--- src/rtl/multiword_adder.sv ---
// Streaming multi-beat adder/subtractor: one WIDTH-bit slice per beat, least-significant
// word first, carry/borrow held between beats, single registered output stage.
module multiword_adder #(
  parameter int WIDTH = 8
) (
  input  logic             clk,
  input  logic             rst_n,
  input  logic             in_valid,
  output logic             in_ready,
  input  logic             in_first,
  input  logic             in_last,
  input  logic             sub,
  input  logic [WIDTH-1:0] a,
  input  logic [WIDTH-1:0] b,
  output logic             out_valid,
  input  logic             out_ready,
  output logic [WIDTH-1:0] sum,
  output logic             out_last,
  output logic             cout,
  output logic             ovf,
  output logic             err
);

  typedef enum logic [0:0] {IDLE = 1'b0, BUSY = 1'b1} state_t;

  state_t           state_q, state_d;
  logic             carry_q, carry_d;
  logic             mode_q, mode_d;
  logic             valid_q, valid_d;
  logic [WIDTH-1:0] sum_q, sum_d;
  logic             last_q, last_d;
  logic             cout_q, cout_d;
  logic             ovf_q, ovf_d;
  logic             err_q, err_d;

  logic             accept_s, start_s, cont_s;
  logic             mode_eff_s, cin_s;
  logic [WIDTH-1:0] b_eff_s;
  logic [WIDTH:0]   full_s;
  logic [WIDTH-1:0] low_s;
  logic             ovf_s;

  assign in_ready  = !valid_q || out_ready;
  assign out_valid = valid_q;
  assign sum       = sum_q;
  assign out_last  = last_q;
  assign cout      = cout_q;
  assign ovf       = ovf_q;
  assign err       = err_q;

  // Beat arithmetic: a first beat (also when it aborts a running operand) seeds carry with sub.
  always_comb begin
    accept_s   = in_valid && in_ready;
    start_s    = accept_s && in_first;
    cont_s     = accept_s && !in_first && (state_q == BUSY);
    mode_eff_s = start_s ? sub : mode_q;
    cin_s      = start_s ? sub : carry_q;
    b_eff_s    = mode_eff_s ? ~b : b;
    full_s     = {1'b0, a} + {1'b0, b_eff_s} + {{WIDTH{1'b0}}, cin_s};
    // low_s[WIDTH-1] is the carry into the MSB position
    low_s      = {1'b0, a[WIDTH-2:0]} + {1'b0, b_eff_s[WIDTH-2:0]} + {{(WIDTH-1){1'b0}}, cin_s};
    ovf_s      = low_s[WIDTH-1] ^ full_s[WIDTH];
  end

  // Next-state, carry/mode and output-register update.
  always_comb begin
    state_d = state_q;
    carry_d = carry_q;
    mode_d  = mode_q;
    valid_d = valid_q;
    sum_d   = sum_q;
    last_d  = last_q;
    cout_d  = cout_q;
    ovf_d   = ovf_q;
    err_d   = accept_s && (((state_q == IDLE) && !in_first) || ((state_q == BUSY) && in_first));

    if (start_s || cont_s) begin
      state_d = in_last ? IDLE : BUSY;
      carry_d = full_s[WIDTH];
      mode_d  = mode_eff_s;
      valid_d = 1'b1;
      sum_d   = full_s[WIDTH-1:0];
      last_d  = in_last;
      cout_d  = in_last ? full_s[WIDTH] : 1'b0;
      ovf_d   = in_last ? ovf_s : 1'b0;
    end else if (out_ready) begin
      valid_d = 1'b0;
    end else begin
      valid_d = valid_q;
    end
  end

  // State and output registers.
  always_ff @(posedge clk or negedge rst_n) begin
    if (!rst_n) begin
      state_q <= IDLE;
      carry_q <= 1'b0;
      mode_q  <= 1'b0;
      valid_q <= 1'b0;
      sum_q   <= {WIDTH{1'b0}};
      last_q  <= 1'b0;
      cout_q  <= 1'b0;
      ovf_q   <= 1'b0;
      err_q   <= 1'b0;
    end else begin
      state_q <= state_d;
      carry_q <= carry_d;
      mode_q  <= mode_d;
      valid_q <= valid_d;
      sum_q   <= sum_d;
      last_q  <= last_d;
      cout_q  <= cout_d;
      ovf_q   <= ovf_d;
      err_q   <= err_d;
    end
  end

endmodule

--- config.mk ---
export PLATFORM = sky130hd
export DESIGN_NAME = multiword_adder
export DESIGN_NICKNAME = d
export VERILOG_FILES = /design/src/rtl/multiword_adder.sv
export SDC_FILE = /design/constraint.sdc
export NUM_CORES = 1
export LEC_CHECK = 0
export BUFFER_PORTS_ARGS = -buffer_cell sky130_fd_sc_hd__buf_4
export CAP_MARGIN = 30
export CORE_MARGIN = 2
export CORE_UTILIZATION = 52
export DETAILED_ROUTE_END_ITERATION = 7
export HOLD_SLACK_MARGIN = 0.06
export PLACE_DENSITY = 0.83
export SKIP_CTS_REPAIR_TIMING = 1
export SLEW_MARGIN = 20
export SYNTH_ARGS = -nofsm -noshare
export SYNTH_HDL_FRONTEND = slang
export SYNTH_SLANG_ARGS = --single-unit
--- constraint.sdc ---
create_clock -name clk -period 7.4 [get_ports clk]
set_clock_uncertainty 0.1 [all_clocks]
set_input_delay 1.11 -clock clk [delete_from_list [all_inputs] [get_ports clk]]
set_output_delay 1.11 -clock clk [all_outputs]
set_load 0.01 [all_outputs]
==> results.toml <==
[timing]
rsz0062_at_grt = "no"
setup_tns_ns = 0
drv_slew = 0
finalCritPeriodShare_pct = 53.36
setup_viol = 0
relSlewSlack_pct = 68.48
final_hold_viol_count = 0
fin_crit_ns = 3.949
max_clock_freq_ghz = 0.2533
tightest_slew_ns = 0.4697

[critical_path]
crit_fanout = 9
critPathKind = "input port to flip-flop"
reg2reg_from = "out_valid$_DFFE_PN0P_"
cp_data_arrival_time_ns = 4.04
rrSetupSlack_ns = 4.06
path_cells = "buf_4 > nand2b_4 > and2_4 > nand2_4 > mux2i_4 > xnor2_1 > fa_1 > fa_1 > a21o_1 > a21oi_1 > o31ai_2 > xor2_1 > o31ai_2"
r2r_cells = 12
cp-end-kind = "flip-flop"
cpMaxStageDelayCell = "fa_1"
cp-start-kind = "input port"
slowest_delay_ns = 0.46
cp.required_ns = 7.49
r2r-end = "ovf$_DFFE_PN0P_"

[yosys]
yosysWarningCount = 0
syn-mean-instance-area_sq_um = 10.74
synth_top_cell_by_area = "dfrtp_1"
syn_inst = 96
yosysTopAreaCellShare_pct = 38.83
synthTopCellsByArea = "dfrtp_1, xnor2_1, ha_1"
ys_seq_elements = 16
ys_types = 24
synth.net_count = 128
seq_area_frac_synth_pct = 38.83
syn_area_sq_mm = 0.001031

[global_routing]
grt_use_total_pct = 17.83
grt_pass1_wl_mm = 3.291
grt_pass1_vias = 802
grt_max_degree = 17
antenna_found_initial = 0
grt_overflow = 0

[finish]
syn2layout_area_growth_pct = 31.43
final_layout_size_suffix_gt1_share_pct = 38.06
seqCellArea_sq_um = 400.4
nets = 168
diodes = 0
utilization_pct = 70.51
layout_common_cells = "buf_4, dfrtp_1, nand2_1, xnor2_1, o21ai_0"
multiInputGateArea_sq_um = 613.1
fillers = 151
final_common_cell = "buf_4"
fin_area_sq_mm = 0.001355

[routing]
finalWirelength_mm = 1.857
antenna_left = 0
num_vias = 804
viasPerCell = 4.994
dr.first_iter.drc_count = 4
routedWlPerCell_um = 11.53
drc = 0
dr.pass1.iters = 4

[power]
seqPwrFrac_pct = 35.0
p_clk_share_pct = 11.0
powerDensity_mw_per_mm2 = 290.0
p_leak_nw = 0.6633
intPower_uw = 250.5
power_frac_comb_pct = 53.9
power_switching_uw = 142.5
peakVddDrop_mv = 0.1617
p_sw_share_pct = 36.26

[floorplanning]
dieArea_sq_mm = 0.002355
die_h_um = 48.53
fp-row-count = 16
ios = 37
die_w_um = 48.53
initial_core_util_pct = 53.65
coreArea_sq_mm = 0.001922

[clock_tree]
clkLatencyLatePin_ns = 0.27
cts_max_path_buffers = 2
clkTransAtPathRegs_ns = 0.09
cts_made_buffers = 3
cts_tree = "yes"
cts_sinks = 16
clockRootBuffer = "clkbuf_4"
htree_levels = 1

[place]
placed_cell_area_sq_mm = 0.001333
portBuffers = 36
detailed_place_hpwl_mm = 1.570
routabilityCongestion = 0.8255

[hold_path]
worstHoldPathType = "flip-flop to flip-flop"
hold_depth = 2
worstHoldStart = "sum[2]$_DFFE_PN0P_"
hold_end = "sum[2]$_DFFE_PN0P_"

[outcome]
outcome = "finished clean"

[run]
cap_viol_max_count = 0
-- cell usage after synthesis --
cell type	number
dfrtp_1	16
nand2_1	13
xnor2_1	11
o21ai_0	10
a21oi_1	7
ha_1	7
xor2_1	5
a21o_1	4
mux2_2	4
buf_2	2
fa_1	2
inv_1	2
o31ai_2	2
a211oi_1	1
a211oi_2	1
and2_4	1
and3_1	1
mux2i_4	1
nand2_4	1
nand2b_4	1
nor4b_1	1
o21a_1	1
o21ai_1	1
o21bai_1	1
-- sequential cells by signal, summed over array words and instances (netlist names) --
| name | cells |
|---|---|
| ovf | 1 |
| out_valid | 1 |
| sum | 8 |
| err | 1 |
| carry_q | 1 |
| mode_q | 1 |
| cout | 1 |
| state_q | 1 |
| out_last | 1 |
-- layout make-up --
cell class | count | share of cell area (%)
timing repair buffer | 37 | 20.50
inverter | 2 | 0.5540
tap | 27 | 2.493
sequential | 16 | 29.55
multi-input combinational | 76 | 45.24
clock buffer | 3 | 1.662
-- worst max-delay path by stage --
stage	from	to	slack [ns]	cells after the start
2_1_floorplan	out_ready	ovf$_DFFE_PN0P_	3.44	12
3_5_place_dp	out_ready	ovf$_DFFE_PN0P_	3.15	13
6_report	out_ready	ovf$_DFFE_PN0P_	3.45	13
3_3_place_gp	out_ready	ovf$_DFFE_PN0P_	3.22	13
4_1_cts	out_ready	ovf$_DFFE_PN0P_	3.44	13
5_1_grt	out_ready	ovf$_DFFE_PN0P_	3.28	13
-- kinds of logic after synthesis --
group                    Yosys count  share of synthesized area [%]
adder cells (fa/ha/maj)            9                          12.38
AND/OR/NAND/NOR                   18                          9.467
flip-flops                        16                          38.83
multiplexers                       5                          6.553
AO/OA/AOI/OAI                     28                          17.48
XOR/XNOR                          16                          13.59
buffers and inverters              4                          1.699
-- critical path: cells and delay by family --
family	cells	cell delay, ns
multiplexers	1	0.43
AND/OR/NAND/NOR	3	0.40
XOR/XNOR	2	0.33
buffers and inverters	1	0.11
adder cells (fa/ha/maj)	2	0.88
AO/OA/AOI/OAI	4	0.78
-- layer usage --
layer	track usage [%]	wire, um
met1	22.02	824
met4	10.00	23
met2	31.02	944
met5	0	0
met3	1.235	65
-- through the flow --
stage	worst slack [ns]	std cells	hold slack, ns	power, mW
global route	3.280	161	0.4161	0.4263
finish	3.451	161	0.3879	0.3930
global placement	3.221	158	0.3668	0.3483
detailed placement	3.152	158	0.3733	0.3536
floorplan	3.440	96	0.3736	0.2748
CTS	3.444	161	0.3937	0.3981
-- power by group through the flow --
stage / logic [mW] / registers [mW] / clock network, mW
detailed placement: 0.214 / 0.140 / 0
finish: 0.212 / 0.138 / 0.0433
CTS: 0.215 / 0.138 / 0.0457
global placement: 0.210 / 0.138 / 0
floorplan: 0.123 / 0.152 / 0
global route: 0.235 / 0.142 / 0.0489
(Power assumes the default switching activity.)
